--- src/rtl/sync_fifo_bram_if.sv ---
// sync_fifo_bram_if: write/read request, flush and status bundle for a single-clock FIFO.
//
// Handshake semantics, applying to both FIFO ports:
//   - A write transfers on a rising edge when wr_en && !full.
//   - A read transfers on a rising edge when rd_en && !empty. The word appears on
//     data_out with rd_valid high for exactly the following cycle.
//   - full and empty are the "ready" indications. They depend only on registered
//     state and never on the same-cycle wr_en/rd_en, so a requester may hold a
//     request high while waiting.
//   - A request made against full or empty is dropped and latched in overflow or
//     underflow. These flags stay set until clr or reset.
interface sync_fifo_bram_if #(
    parameter int WIDTH   = 8,
    parameter int PTR_LEN = 4
);
    logic               clr;
    logic               wr_en;
    logic [WIDTH-1:0]   data_in;
    logic               rd_en;
    logic [WIDTH-1:0]   data_out;
    logic               rd_valid;
    logic               full;
    logic               empty;
    logic               almost_full;
    logic               almost_empty;
    logic [PTR_LEN:0]   level;
    logic               overflow;
    logic               underflow;

    // Producer/consumer side: issues requests and observes data and status.
    modport master (
        output clr, wr_en, data_in, rd_en,
        input  data_out, rd_valid, full, empty, almost_full, almost_empty,
               level, overflow, underflow
    );

    // FIFO side: accepts requests and drives data and status.
    modport slave (
        input  clr, wr_en, data_in, rd_en,
        output data_out, rd_valid, full, empty, almost_full, almost_empty,
               level, overflow, underflow
    );
endinterface

--- src/rtl/sync_fifo_bram.sv ---
// sync_fifo_bram: single-clock FIFO built around an inferred RAM array.
// It has a registered read port with a one-cycle valid strobe, an occupancy
// count, almost-full/almost-empty thresholds, sticky error flags and a
// synchronous flush.
//
// The pointers are PTR_LEN+1 bits wide. The low bits address the RAM and the
// MSB is the wrap bit, so a modular difference of the pointers gives the exact
// occupancy 0..DEPTH. All status is derived from the registered pointers only.
module sync_fifo_bram #(
    parameter int WIDTH      = 8,
    parameter int PTR_LEN    = 4,
    parameter int AFULL_LVL  = 14,
    parameter int AEMPTY_LVL = 2
) (
    input  logic               clk,
    input  logic               rst_n,
    sync_fifo_bram_if.slave    fifo
);

    localparam int DEPTH = 2 ** PTR_LEN;

    localparam logic [PTR_LEN:0] DEPTH_LVL  = (PTR_LEN + 1)'(DEPTH);
    localparam logic [PTR_LEN:0] AFULL_THR  = (PTR_LEN + 1)'(AFULL_LVL);
    localparam logic [PTR_LEN:0] AEMPTY_THR = (PTR_LEN + 1)'(AEMPTY_LVL);
    localparam logic [PTR_LEN:0] PTR_ZERO   = '0;
    localparam logic [PTR_LEN:0] PTR_ONE    = {{PTR_LEN{1'b0}}, 1'b1};

    // Storage. It is never reset or cleared: only the pointers define which
    // words are valid.
    logic [WIDTH-1:0]   mem_q [DEPTH];

    logic [PTR_LEN:0]   wr_ptr_q;
    logic [PTR_LEN:0]   wr_ptr_d;
    logic [PTR_LEN:0]   rd_ptr_q;
    logic [PTR_LEN:0]   rd_ptr_d;
    logic [WIDTH-1:0]   data_out_q;
    logic [WIDTH-1:0]   data_out_d;
    logic               rd_valid_q;
    logic               rd_valid_d;
    logic               overflow_q;
    logic               overflow_d;
    logic               underflow_q;
    logic               underflow_d;

    logic [PTR_LEN:0]   level;
    logic               full;
    logic               empty;
    logic               wr_accept;
    logic               rd_accept;
    logic [PTR_LEN-1:0] wr_addr;
    logic [PTR_LEN-1:0] rd_addr;

    // Occupancy and flags come purely from the registered pointers.
    always_comb begin
        level   = wr_ptr_q - rd_ptr_q;
        full    = (level == DEPTH_LVL);
        empty   = (level == PTR_ZERO);
        wr_addr = wr_ptr_q[PTR_LEN-1:0];
        rd_addr = rd_ptr_q[PTR_LEN-1:0];
    end

    // Request acceptance.
    // full is sampled before this cycle's read, so a write is never accepted
    // while full, even when a read is accepted in the same cycle. A flush
    // masks both requests.
    always_comb begin
        wr_accept = fifo.wr_en && !full  && !fifo.clr;
        rd_accept = fifo.rd_en && !empty && !fifo.clr;
    end

    // Next-state logic for the pointers, the read port and the sticky error
    // flags. A flush takes priority over everything except reset.
    always_comb begin
        wr_ptr_d    = wr_ptr_q;
        rd_ptr_d    = rd_ptr_q;
        data_out_d  = data_out_q;
        rd_valid_d  = 1'b0;
        overflow_d  = overflow_q;
        underflow_d = underflow_q;

        if (fifo.clr) begin
            wr_ptr_d    = PTR_ZERO;
            rd_ptr_d    = PTR_ZERO;
            data_out_d  = '0;
            overflow_d  = 1'b0;
            underflow_d = 1'b0;
        end else begin
            if (wr_accept) begin
                wr_ptr_d = wr_ptr_q + PTR_ONE;
            end else if (fifo.wr_en) begin
                overflow_d = 1'b1;
            end

            // data_out holds its previous word when no read is accepted.
            if (rd_accept) begin
                rd_ptr_d   = rd_ptr_q + PTR_ONE;
                data_out_d = mem_q[rd_addr];
                rd_valid_d = 1'b1;
            end else if (fifo.rd_en) begin
                underflow_d = 1'b1;
            end
        end
    end

    // RAM write port. It has no reset, which keeps the array inferable as block RAM.
    always_ff @(posedge clk) begin
        if (wr_accept) begin
            mem_q[wr_addr] <= fifo.data_in;
        end
    end

    // State registers, cleared immediately by the asynchronous reset.
    always_ff @(posedge clk or negedge rst_n) begin
        if (!rst_n) begin
            wr_ptr_q    <= PTR_ZERO;
            rd_ptr_q    <= PTR_ZERO;
            data_out_q  <= '0;
            rd_valid_q  <= 1'b0;
            overflow_q  <= 1'b0;
            underflow_q <= 1'b0;
        end else begin
            wr_ptr_q    <= wr_ptr_d;
            rd_ptr_q    <= rd_ptr_d;
            data_out_q  <= data_out_d;
            rd_valid_q  <= rd_valid_d;
            overflow_q  <= overflow_d;
            underflow_q <= underflow_d;
        end
    end

    // Drive the interface outputs.
    always_comb begin
        fifo.data_out     = data_out_q;
        fifo.rd_valid     = rd_valid_q;
        fifo.full         = full;
        fifo.empty        = empty;
        fifo.almost_full  = (level >= AFULL_THR);
        fifo.almost_empty = (level <= AEMPTY_THR);
        fifo.level        = level;
        fifo.overflow     = overflow_q;
        fifo.underflow    = underflow_q;
    end

endmodule

--- src/flat_wrapper.sv ---
// flat-port wrapper written by rule: the top's interface ports become plain ports
module sync_fifo_bram_flat 
#(
    parameter int WIDTH      = 8,
    parameter int PTR_LEN    = 4,
    parameter int AFULL_LVL  = 14,
    parameter int AEMPTY_LVL = 2
)
  (clk, rst_n, fifo_clr, fifo_wr_en, fifo_data_in, fifo_rd_en, fifo_data_out, fifo_rd_valid, fifo_full, fifo_empty, fifo_almost_full, fifo_almost_empty, fifo_level, fifo_overflow, fifo_underflow);
  sync_fifo_bram_if #(.WIDTH(WIDTH), .PTR_LEN(PTR_LEN)) fifo_i ();
  input  logic clk;
  input  logic rst_n;
  input wire logic [$bits(fifo_i.clr)-1:0] fifo_clr;
  input wire logic [$bits(fifo_i.wr_en)-1:0] fifo_wr_en;
  input wire logic [$bits(fifo_i.data_in)-1:0] fifo_data_in;
  input wire logic [$bits(fifo_i.rd_en)-1:0] fifo_rd_en;
  output wire logic [$bits(fifo_i.data_out)-1:0] fifo_data_out;
  output wire logic [$bits(fifo_i.rd_valid)-1:0] fifo_rd_valid;
  output wire logic [$bits(fifo_i.full)-1:0] fifo_full;
  output wire logic [$bits(fifo_i.empty)-1:0] fifo_empty;
  output wire logic [$bits(fifo_i.almost_full)-1:0] fifo_almost_full;
  output wire logic [$bits(fifo_i.almost_empty)-1:0] fifo_almost_empty;
  output wire logic [$bits(fifo_i.level)-1:0] fifo_level;
  output wire logic [$bits(fifo_i.overflow)-1:0] fifo_overflow;
  output wire logic [$bits(fifo_i.underflow)-1:0] fifo_underflow;
  assign fifo_i.clr = fifo_clr;
  assign fifo_i.wr_en = fifo_wr_en;
  assign fifo_i.data_in = fifo_data_in;
  assign fifo_i.rd_en = fifo_rd_en;
  assign fifo_data_out = fifo_i.data_out;
  assign fifo_rd_valid = fifo_i.rd_valid;
  assign fifo_full = fifo_i.full;
  assign fifo_empty = fifo_i.empty;
  assign fifo_almost_full = fifo_i.almost_full;
  assign fifo_almost_empty = fifo_i.almost_empty;
  assign fifo_level = fifo_i.level;
  assign fifo_overflow = fifo_i.overflow;
  assign fifo_underflow = fifo_i.underflow;
  sync_fifo_bram #(.WIDTH(WIDTH), .PTR_LEN(PTR_LEN), .AFULL_LVL(AFULL_LVL), .AEMPTY_LVL(AEMPTY_LVL)) u_core (.clk(clk), .rst_n(rst_n), .fifo(fifo_i));
endmodule
--- config.mk ---
export PLATFORM = sky130hd
export DESIGN_NAME = sync_fifo_bram_flat
export DESIGN_NICKNAME = d
export VERILOG_FILES = /design/src/rtl/sync_fifo_bram_if.sv /design/src/rtl/sync_fifo_bram.sv /design/src/flat_wrapper.sv
export SDC_FILE = /design/constraint.sdc
export NUM_CORES = 1
export LEC_CHECK = 0
export CELL_PAD_IN_SITES_DETAIL_PLACEMENT = 0
export CELL_PAD_IN_SITES_GLOBAL_PLACEMENT = 2
export CORE_MARGIN = 2
export CORE_UTILIZATION = 45
export CTS_CLUSTER_DIAMETER = 40
export DETAILED_ROUTE_END_ITERATION = 16
export PLACE_DENSITY = 0.82
export SKIP_LAST_GASP = 1
export SYNTH_ARGS = -nofsm -noshare
export SYNTH_HDL_FRONTEND = slang
export SYNTH_SLANG_ARGS = --single-unit
--- constraint.sdc ---
create_clock -name clk -period 3.9 [get_ports clk]
set_input_delay 0.585 -clock clk [delete_from_list [all_inputs] [get_ports clk]]
set_output_delay 0.585 -clock clk [all_outputs]
set_load 0.01 [all_outputs]
Word-level counts from Yosys, hierarchy flattened

Memories as Yosys holds them, arrays and structs flattened.
Index checks and enable logic that the tools add are counted.

Add/subtract/negate cells: 3
Order comparisons: 2
Equality and inequality tests: 3
Multiplexer cells: 16
Reduce and logical (&&, ||, !) cells: 14

Operator list:

| cell                  | number |
|---|---|
| $mux W5               | 4 |
| $mux W8               | 2 |
| $add A5 B1 Y5 const B | 2 |
| $mux W1               | 10 |
| $reduce_bool A2 Y1    | 4 |
| $eq A5 B5 Y1 const B  | 1 |
| $ge A5 B4 Y1 const B  | 1 |
| $le A5 B2 Y1 const B  | 1 |
| $logic_not A5 Y1      | 1 |
| $sub A5 B5 Y5         | 1 |
| $logic_and A1 B1 Y1   | 4 |
| $ne A2 B2 Y1 const B  | 2 |
| $reduce_and A2 Y1     | 2 |
| $logic_not A1 Y1      | 3 |

Bits in registers: 21
Bits in writable memories: 128
Logic and storage cells: 45
Memories: 1

Memory list:

| memory       | words | width | read ports | clocked after Yosys merged registers in | write ports | RTL line             | source |
|---|---|---|---|---|---|---|---|
| u_core.mem_q | 16    | 8     | 1          | 0                                       | 1           | sync_fifo_bram.sv:30 | `logic [WIDTH-1:0] mem_q [DEPTH];` |

Longest topological paths before layout

Gate-level depths: netlist of the first run.

Depth in word-level cells: 7
Depth in mapped cells: 10

Worst setup path after synthesis of the first run

No wires, ideal clock.

Path type: register to register
From: register u_core.rd_ptr_q[2]
To: memory u_core.mem_q[10][0] (enable)
Arrival: 3.025 ns
Data required time: 3.502 ns
Path slack: 0.477 ns
Stages on the path, launching flop included: 10
Path through: dfrtp_1 clkbuf_1 buf_2 inv_1 ha_1 xnor2_1 nor3_2 o21ai_2 o211ai_1 nor4b_1

Cells in the longest elaborated chain, start to end: 7

RTL lines:

| what                              | RTL line              | source |
|---|---|---|
| start, declared                   | sync_fifo_bram.sv:34  | `logic [PTR_LEN:0] rd_ptr_q;` |
| start signal, assigned            | sync_fifo_bram.sv:123 | `rd_ptr_q <= rd_ptr_d;` |
| $sub A5 B5 Y5                     | sync_fifo_bram.sv:55  | `level = wr_ptr_q - rd_ptr_q;` |
| via fifo_level[2]                 | flat_wrapper.sv:23    | `output wire logic [$bits(fifo_i.level)-1:0] fifo_level;` |
| $eq A5 B5 Y1                      | sync_fifo_bram.sv:56  | `full = (level == DEPTH_LVL);` |
| $logic_not A1 Y1                  | sync_fifo_bram.sv:67  | `wr_accept = fifo.wr_en && !full && !fifo.clr;` |
| $logic_and A1 B1 Y1 (2 in series) | sync_fifo_bram.sv:67  |  |
| $mux W1                           | sync_fifo_bram.sv:107 | `if (wr_accept) begin` |
| $mux W1 (not written as such)     | sync_fifo_bram.sv:108 | `mem_q[wr_addr] <= fifo.data_in;` |
| end, declared                     | sync_fifo_bram.sv:30  |  |

The timed path passes the listed nets, and every way through them passes these cells.

Worst setup path after layout of the first run

From: register u_core.wr_ptr_q[0]
To: output fifo_full

Cells in the longest elaborated chain, start to end: 2

RTL lines:

| what                   | RTL line              | source |
|---|---|---|
| start, declared        | sync_fifo_bram.sv:32  | `logic [PTR_LEN:0] wr_ptr_q;` |
| start signal, assigned | sync_fifo_bram.sv:122 | `wr_ptr_q <= wr_ptr_d;` |
| $sub A5 B5 Y5          | sync_fifo_bram.sv:55  |  |
| $eq A5 B5 Y1           | sync_fifo_bram.sv:56  |  |
| end, declared          | flat_wrapper.sv:19    | `output wire logic [$bits(fifo_i.full)-1:0] fifo_full;` |

Every way passes these cells.

==> results of run 1 <==
-- stage by stage --
step | cell area (µm²) | std cells | setup WS [ns] | utilization (%) | hold slack (ns)
5_1_grt | 7511 | 616 | 0.05800 | 54.32 | 0.5374
6_report | 7511 | 616 | 0.2428 | 54.32 | 0.5019
3_3_place_gp | 6938 | 584 | 0.5401 | 50.18 | 0.4828
4_1_cts | 7508 | 616 | 0.01679 | 54.30 | 0.5145
3_5_place_dp | 6938 | 584 | 0.4701 | 50.18 | 0.5001
2_1_floorplan | 6370 | 374 | 0.4772 | - | 0.2894
-- layer usage --
layer	GRT usage, %	up-vias	share of wire, %
met1	26.17	1762	45
met5	0	-	0
met3	5.535	17	5.0
li1	-	1577	-
met4	5.966	0	1.4
met2	29.80	82	49
-- cell usage after synthesis, types with 5 or more instances --
master,n,area share [%]
nor2b_1,15,1.5
nand2b_1,10,0.98
nand2_1,10,0.59
nor2_1,29,1.7
mux2i_1,9,1.4
edfxtp_1,128,60
mux2_2,11,1.9
a21oi_1,8,0.63
a32oi_1,5,0.69
dfrtp_1,21,8.2
o221ai_1,5,0.69
mux4_2,27,9.5
inv_1,9,0.53
buf_2,5,0.39
ha_1,9,1.8
clkbuf_1,7,0.41
o31ai_1,5,0.59
-- state kept, by name, summed over array words and instances (netlist names) --
register,flops
u_core.fifo.rd_valid,1
u_core.fifo.overflow,1
u_core.wr_ptr_q,5
u_core.mem_q,128
u_core.fifo.underflow,1
u_core.fifo.data_out,8
u_core.rd_ptr_q,5
-- cells by family (layout without fill, tap and decap cells) --
logic type	count (synthesis)	after routing
simple gates	87	87
mux	48	48
compound gates	49	49
xor+xnor	3	3
flops	149	149
fa+ha+maj	10	10
buf+inv	28	90
-- worst max-delay path, stage by stage, from the launching register on --
cell and delay, ns:
dfrtp_1 0.42, inv_1 0.12, ha_1 0.21, fa_1 0.40, nand2b_1 0.16, a21oi_1 0.20
xor2_2 0.11, buf_4 0.21, nor2_1 0.23, clkdlybuf4s50_1 0.58
-- placed cells by master (no fill, tap or decap), types with 2 or more instances in the layout --
cell	instances
buf_4	16
and3_1	4
ha_1	9
nand3b_1	3
a21oi_1	8
edfxtp_1	128
clkbuf_16	17
a32oi_1	5
o22ai_1	2
o22a_1	4
mux2_2	11
a31oi_1	2
or2_2	3
nand2_1	10
dfrtp_1	20
o221ai_1	5
nor2b_1	15
inv_1	9
clkinv_4	2
inv_8	2
a211oi_1	3
nor3_1	2
mux2i_1	9
nand2b_1	10
o31ai_1	5
inv_6	6
clkdlybuf4s50_1	31
nand3_1	2
mux4_2	27
nor2_1	29
clkinv_2	2
a2111oi_0	3
nand4_1	2
-- path summary, 6_finish.rpt --
check                                      startpoint                    end  slack [ns]
worst max register to register     u_core.wr_ptr_q[0]     u_core.mem_q[2][5]        0.74
min in group asynchronous                       rst_n     u_core.wr_ptr_q[0]        0.74
worst max-delay path               u_core.wr_ptr_q[0]              fifo_full        0.24
max in group asynchronous                       rst_n     u_core.rd_ptr_q[0]        2.45
worst min-delay path            u_core.fifo.underflow  u_core.fifo.underflow        0.50
worst min register to register  u_core.fifo.underflow  u_core.fifo.underflow        0.50
-- what timing repair did --
| item | CTS | global route |
|---|---|---|
| pin swaps | 0 | 0 |
| endpoints found under the setup margin | 1 | 1 |
| resized for setup | 1 | 1 |
-- power groups by stage --
stage	Clock, mW	Combinational (mW)	Sequential, mW
6_report	1.57	1.61	1.88
2_1_floorplan	0	1.05	1.93
4_1_cts	1.60	1.64	1.88
3_3_place_gp	0	1.62	1.91
3_5_place_dp	0	1.63	1.92
5_1_grt	1.67	1.73	1.89
-- cell type report --
type | count | share of cell area [%]
inverter | 10 | 0.4998
multi-input combinational | 197 | 24.84
sequential | 149 | 58.19
clock buffer | 17 | 5.664
timing repair buffer | 48 | 5.897
tap | 180 | 2.999
clock inverter | 15 | 1.916
==> run summary, run 1 <==
WHS Path Cells - 2
Drt pass-1 iters - 5
Rel. slew slack - 28.08%
Fillers - 1055
RSZ-0062 raised after global routing - no
Min Clock Period, post-route - 3.657 ns
Worst hold-check path type - register to register
Die Ht - 123.0 µm
Die W - 123.0 µm
Root buf cell - clkbuf_16
Post-CTS setup repair buffer count - 0
P_sw - 1.605 mW
Core outline area - 13830 µm²
Ys async rst share - 14.09%
Reg clk slew, reported paths - 0.07 ns
Fraction of layout cells with a size suffix above 1 - 22.71%
All-Layer GR Usage - 19.11%
Post-synthesis sequential area ratio - 68.59%
Largest net degree at the start of global routing - 36
Num CTS Buffers - 17
DRT iter0 DRCs - 322
Critical Path Start Type - register
Avg Vias per Cell - 5.581
TritonCTS clock tree - built
ANT cells - 0
Measured slew at the worst slew-check pin - 1.075 ns
Reg2reg path depth - 8
Comb pwr share - 31.8%
DRT antenna net count - 0
Max_cap viols - 0
Global-route wire length before repair - 20120 µm
Sw Ratio - 31.68%
Placer congestion estimate - 0.7777
Synth Area in Compound Gates - 6.128%
Number of global-route vias before repair - 3404
CP max FO - 13
Synth Register Bits - 149
Fin. Hold Viols - 0
Setup_tns - 0 ns
Seq. cell area - 4370 µm²
# setup viols final - 0
Ys Warns - 0
EDFF count, synth - 128
Clock skew - 0.009294 ns
Clk pwr share - 31.1%
Gr ovfl total - 0
Seq pwr share - 37.1%
Unique masters post-synth - 54
Mapped Area - 6370 µm²
Pleak - 2.561 nW
Final critical-path share of the clock period - 93.77%
Die Area - 15120 µm²
IO Pins - 33
Post-synthesis cell count - 374
CP Class - register to output pin
Detailed placer's ending HPWL - 8432 µm
Pwr Density - 674.4 nW/µm²
Crit path capture type - output pin
Initial Util - 46.07%
Post-synthesis mux area share - 13.08%
Rows - 43
H-Tree Depth - 4
Adder-Cell Fraction of Synth Area - 2.082%
Via count - 3438
Pins Over Slew Limit - 0
Syn nets - 397
Largest family of logic cells by synthesized area - multiplexers
Area growth from synthesis to layout - 17.91%
Routed WL per cell - 21.87 µm
Peak VDD IR - 0.0003419 V
Hold-fix buffers, CTS - 0
Footprint of the multi-input gates - 1866 µm²
DRT Wirelength - 13470 µm
Drt drc - 0
Dominant synthesized flop cell - edfxtp_1
Post-Synth Simple-Gate Area - 7.248%
Data required time of the worst path - 3.31 ns
Arrival @ worst endpoint - 3.07 ns
Post-Synth XOR/XNOR Area - 0.5303%
Power Internal - 3.461 mW
Port Buffers - 32
CTS Sinks - 149
FMAX - 273.4 MHz
Fin nets - 446
Outcome - completed
Clock Latency Late Sink - 0.43 ns
Initial antenna violation count - 0
CTS Buffer Depth - 2
Mapped Avg Cell Area - 17.03 µm²
Tot Pwr - 5.065 mW
Note: power is estimated with default switching activity, not from simulation.
==> run 2: changes to the inputs <==
--- a/config.mk
+++ b/config.mk
@@ -5,6 +5,7 @@
 export SDC_FILE = /design/constraint.sdc
 export NUM_CORES = 1
 export LEC_CHECK = 0
+export CAP_MARGIN = 20
 export CELL_PAD_IN_SITES_DETAIL_PLACEMENT = 0
 export CELL_PAD_IN_SITES_GLOBAL_PLACEMENT = 2
 export CORE_MARGIN = 2
==> constraint.sdc (replaced) <==
create_clock -name clk -period 3.5 [get_ports clk]
set_input_delay 0.525 -clock clk [delete_from_list [all_inputs] [get_ports clk]]
set_output_delay 0.525 -clock clk [all_outputs]
set_load 0.01 [all_outputs]
==> run summary, run 2 (synthesis gave the netlist of run 1 again) <==
DRT antenna net count - 0
Worst hold-check path type - input port to async pin
Via count - 3477
Max_cap viols - 0
Final Non-Filler Cells - 618
Outcome - completed
Crit path capture type - output pin
H-Tree Depth - 4
Commonest non-fill, non-tap cell in the layout - edfxtp_1
CP max FO - 13
Global-route wire length before repair - 20470 µm
Largest net degree at the start of global routing - 36
Peak VDD IR - 0.0004700 V
Avg Vias per Cell - 5.626
Placed cells - 585
Pleak - 2.606 nW
DRT iter0 DRCs - 365
FMAX - 301.4 MHz
Largest stage delay, worst path - 0.56 ns
Fraction of layout cells with a size suffix above 1 - 23.74%
# setup viols final - 0
Rel. slew slack - 55.33%
TritonCTS clock tree - built
Routed WL per cell - 21.60 µm
Rows - 43
Clock Latency Late Sink - 0.42 ns
Drt pass-1 iters - 5
CP Class - register to output pin
Fin nets - 449
Placer congestion estimate - 0.7875
Min Clock Period, post-route - 3.318 ns
IO Pins - 33
Pwr Density - 750.7 nW/µm²
Final critical-path share of the clock period - 94.80%
Area growth from synthesis to layout - 18.78%
Critical Path Start Type - register
CTS Sinks - 149
Clock skew - 0.007801 ns
Largest Register - u_core.mem_q
Max FFs per register - 128
Critical Path, Cell by Cell - inv_1 -> ha_1 -> fa_2 -> nand2b_1 -> a21oi_2 -> xor2_2 -> buf_4 -> nor2_2 -> clkdlybuf4s50_1
Num CTS Buffers - 17
Measured slew at the worst slew-check pin - 0.6531 ns
Gr ovfl total - 0
Core outline area - 13830 µm²
Most frequent cells in the layout - edfxtp_1, clkdlybuf4s50_1, nor2_1
Drt drc - 0
Reg clk slew, reported paths - 0.06 ns
Die W - 123.0 µm
Slowest CP cell - clkdlybuf4s50_1
DRT Wirelength - 13350 µm
Initial Util - 46.07%
Fin. Hold Viols - 0
Die Area - 15120 µm²
Data required time of the worst path - 2.97 ns
Number of global-route vias before repair - 3467
Die Ht - 123.0 µm
Pins Over Slew Limit - 0
RSZ-0062 raised after global routing - no
Initial antenna violation count - 0
CTS Buffer Depth - 2
Hold-fix buffers, CTS - 0
ANT cells - 0
All-Layer GR Usage - 19.14%
Root buf cell - clkbuf_16
Arrival @ worst endpoint - 2.79 ns
Port Buffers - 32
Fillers - 1073
Setup_tns - 0 ns
Detailed placer's ending HPWL - 8512 µm
-- run 2: changes by cell type in the layout (fill, tap and decap cells not counted), sizes merged --
cell,delta
clkbuf,+1
dlymetal6s2s,+1
dlygate4sd2,+1
inv,-3
clkinv,+1
bufinv,+1
buf,+2
clkdlybuf4s50,-2
-- run 2: power by group --
part,switching (mW),internal (mW)
registers,0.0599,2.04
logic,0.982,0.830
clock network,0.717,1.05
total,1.76,3.92
-- run 2: area by class of cell --
cell class,count,area [µm²],share of cell area [%]
tap,180,225.2,2.977
clock inverter,14,150.1,1.984
timing repair buffer,51,484.2,6.400
inverter,10,37.54,0.4961
multi-input combinational,197,1873,24.76
sequential,149,4370,57.76
clock buffer,17,425.4,5.623
-- run 2: repair_timing --
item	4_1_cts	5_1_grt
pin swaps	0	1
gates cloned	0	0
endpoints found under the setup margin	4	3
setup buffers	1	0
gates resized for setup	2	4
endpoints found under the hold margin	0	0
-- run 2: final timing paths --
path / startpoint / slack (ns) / depth (start not counted) / end
min: rst_n / 0.31 / 1 / u_core.rd_ptr_q[1]
max reg2reg: u_core.wr_ptr_q[0] / 0.53 / 10 / u_core.mem_q[2][2]
min in group clk: u_core.fifo.overflow / 0.51 / 2 / u_core.fifo.overflow
min reg2reg: u_core.fifo.overflow / 0.51 / 2 / u_core.fifo.overflow
max: u_core.wr_ptr_q[0] / 0.18 / 9 / fifo_full
max in group asynchronous: rst_n / 2.81 / 2 / u_core.fifo.data_out[7]
-- run 2: critical path: cells and delay by family (launching register included) --
family	cells	cell delay, ns
simple gates	2	0.33
xor+xnor	1	0.10
buf+inv	3	0.86
flops	1	0.35
fa+ha+maj	2	0.57
compound gates	1	0.18
-- run 2: layer usage --
layer  up-vias  track usage (%)  wire length [µm]
met5         -                0                 0
met2       111            29.04              6481
li1       1579                -                 -
met1      1768            27.13              5854
met4         0            6.605               252
met3        19            4.889               760
-- run 2: metrics by stage --
step                      area [µm²]  hold slack [ns]  utilization (%)  power (mW)  worst slack, ns
after CTS                       7531           0.5098            54.47       5.721          0.05979
after global routing            7566           0.3070            54.72       5.952          0.01129
after global placement          6945           0.4888            50.23       3.944           0.3106
final                           7566           0.3075            54.72       5.680           0.1818
after detailed placement        6945           0.4963            50.23       3.956           0.1484
after floorplan                 6370           0.2294                -       3.322          0.07722
==> run 3: changes to the inputs <==
--- a/config.mk
+++ b/config.mk
@@ -12,7 +12,7 @@
 export CORE_UTILIZATION = 45
 export CTS_CLUSTER_DIAMETER = 40
 export DETAILED_ROUTE_END_ITERATION = 16
-export PLACE_DENSITY = 0.82
+export PLACE_DENSITY = 0.76
 export SKIP_LAST_GASP = 1
 export SYNTH_ARGS = -nofsm -noshare
 export SYNTH_HDL_FRONTEND = slang
==> constraint.sdc (replaced) <==
create_clock -name clk -period 3.5 [get_ports clk]
set_input_delay 0.525 -clock clk [delete_from_list [all_inputs] [get_ports clk]]
set_output_delay 0.525 -clock clk [all_outputs]
set_load 0.02 [all_outputs]
==> run summary, run 3 (synthesis gave the netlist of run 1 again) <==
Critical Path Start Type - register
Measured slew at the worst slew-check pin - 0.6528 ns
Outcome - completed
Rows - 43
ANT cells - 0
Max_cap viols - 0
Reg clk slew, reported paths - 0.06 ns
Area growth from synthesis to layout - 19.52%
Initial antenna violation count - 0
Setup_tns - 0 ns
Drt pass-1 iters - 5
Commonest non-fill, non-tap cell in the layout - edfxtp_1
Worst hold-check path type - input port to async pin
Routed WL per cell - 21.83 µm
Peak VDD IR - 0.0003464 V
CP max FO - 9
Pins Over Slew Limit - 0
Max FFs per register - 128
Fin nets - 451
Largest net degree at the start of global routing - 36
Cell area after layout - 7614 µm²
Fraction of layout cells with a size suffix above 1 - 24.26%
Placed cells - 587
Final Non-Filler Cells - 621
CTS Buffer Depth - 2
IO Pins - 33
Data required time of the worst path - 2.97 ns
Clock skew - 0.01136 ns
Die W - 123.0 µm
Die Area - 15120 µm²
Largest Register - u_core.mem_q
Via count - 3453
All-Layer GR Usage - 19.85%
DRT iter0 DRCs - 271
Most frequent cells in the layout - edfxtp_1, nor2_1, mux4_2, clkdlybuf4s50_1
Core outline area - 13830 µm²
DP Worst Slack - 0.1962 ns
FMAX - 301.9 MHz
Fin. Hold Viols - 0
Num CTS Buffers - 17
Crit path capture type - output pin
Reg2reg path depth - 10
Hold-fix buffers, CTS - 0
Register-to-Register Setup Slack - 0.48 ns
Rel. slew slack - 56.48%
Detailed placer's ending HPWL - 8931 µm
Die Ht - 123.0 µm
CTS Sinks - 149
Avg Vias per Cell - 5.560
Port Buffers - 32
FF-to-FF Start - u_core.wr_ptr_q[0]
Worst reg2reg endpoint - u_core.mem_q[4][0]
Min Clock Period, post-route - 3.312 ns
Post-route setup slack - 0.1879 ns
Drt drc - 0
Pwr Density - 778.6 nW/µm²
Final hold slack - 0.3499 ns
Pleak - 2.621 nW
# setup viols final - 0
H-Tree Depth - 4
TritonCTS clock tree - built
Final critical-path share of the clock period - 94.63%
Gr ovfl total - 0
Arrival @ worst endpoint - 2.79 ns
Global-route wire length before repair - 21220 µm
CP Class - register to output pin
RSZ-0062 raised after global routing - no
Clock Latency Late Sink - 0.43 ns
DRT antenna net count - 0
Number of global-route vias before repair - 3506
Initial Util - 46.07%
Placer congestion estimate - 0.7642
DRT Wirelength - 13560 µm
Root buf cell - clkbuf_16
Post-placement cell area - 6962 µm²
run 3: cell types whose count changed in the layout (fill, tap and decap cells not counted), moves of 2 or more:
cell,change
buf_4,+2
clkinvlp_4,+3
inv_8,+2
clkdlybuf4s50_1,-2
dlygate4sd2_1,+2
clkinv_2,-2
inv_6,-2
run 3: cell type report:
cell class                 count  area (µm²)
timing repair buffer          53       491.7
multi-input combinational    197        1869
clock inverter                15       193.9
clock buffer                  17       425.4
sequential                   149        4370
fill                        1070        6213
tap                          180       225.2
inverter                      10       37.54
run 3: routing by layer:
metal	share of wire [%]	global-route usage, %	vias up
li1	-	-	1594
met1	45	29.16	1742
met2	49	29.56	111
met3	5.5	4.889	6
met4	0.54	5.966	0
met5	0	0	-
run 3: how the worst max path moves through the flow:
stage                       startpoint                  to  slack [ns]
finish              u_core.wr_ptr_q[0]    fifo_almost_full        0.19
global route        u_core.wr_ptr_q[0]    fifo_almost_full        0.06
CTS                 u_core.wr_ptr_q[0]       fifo_level[4]       0.004
detailed placement  u_core.wr_ptr_q[0]   fifo_almost_empty        0.20
global placement    u_core.wr_ptr_q[0]   fifo_almost_empty        0.28
floorplan           u_core.rd_ptr_q[2]  u_core.mem_q[6][0]        0.06
run 3: through the flow:
stage          power (mW)  utilization (%)
3_3_place_gp        4.119            50.35
3_5_place_dp        4.144            50.35
6_report            5.928            55.06
5_1_grt             6.214            55.06
2_1_floorplan       3.451                -
4_1_cts             5.999            54.79
run 3: power by group:
part           total [mW]  switching (mW)  internal (mW)
Sequential           2.09          0.0550           2.04
Clock                1.89           0.746           1.14
Combinational        1.95            1.12          0.833
run 3: critical path: stages, from the launching register on:
cell and delay (ns):
dfrtp_1 0.36, inv_1 0.10, ha_1 0.22, fa_1 0.41, nand2b_1 0.18, a21oi_2 0.17, xor2_2 0.18, inv_2 0.05
buf_4 0.18, a31o_2 0.22, dlygate4sd2_1 0.31
run 3: repair_timing:
action / CTS / global route
setup buffers: 0 / 1
gates resized for setup: 4 / 5
endpoints found under the setup margin: 4 / 4
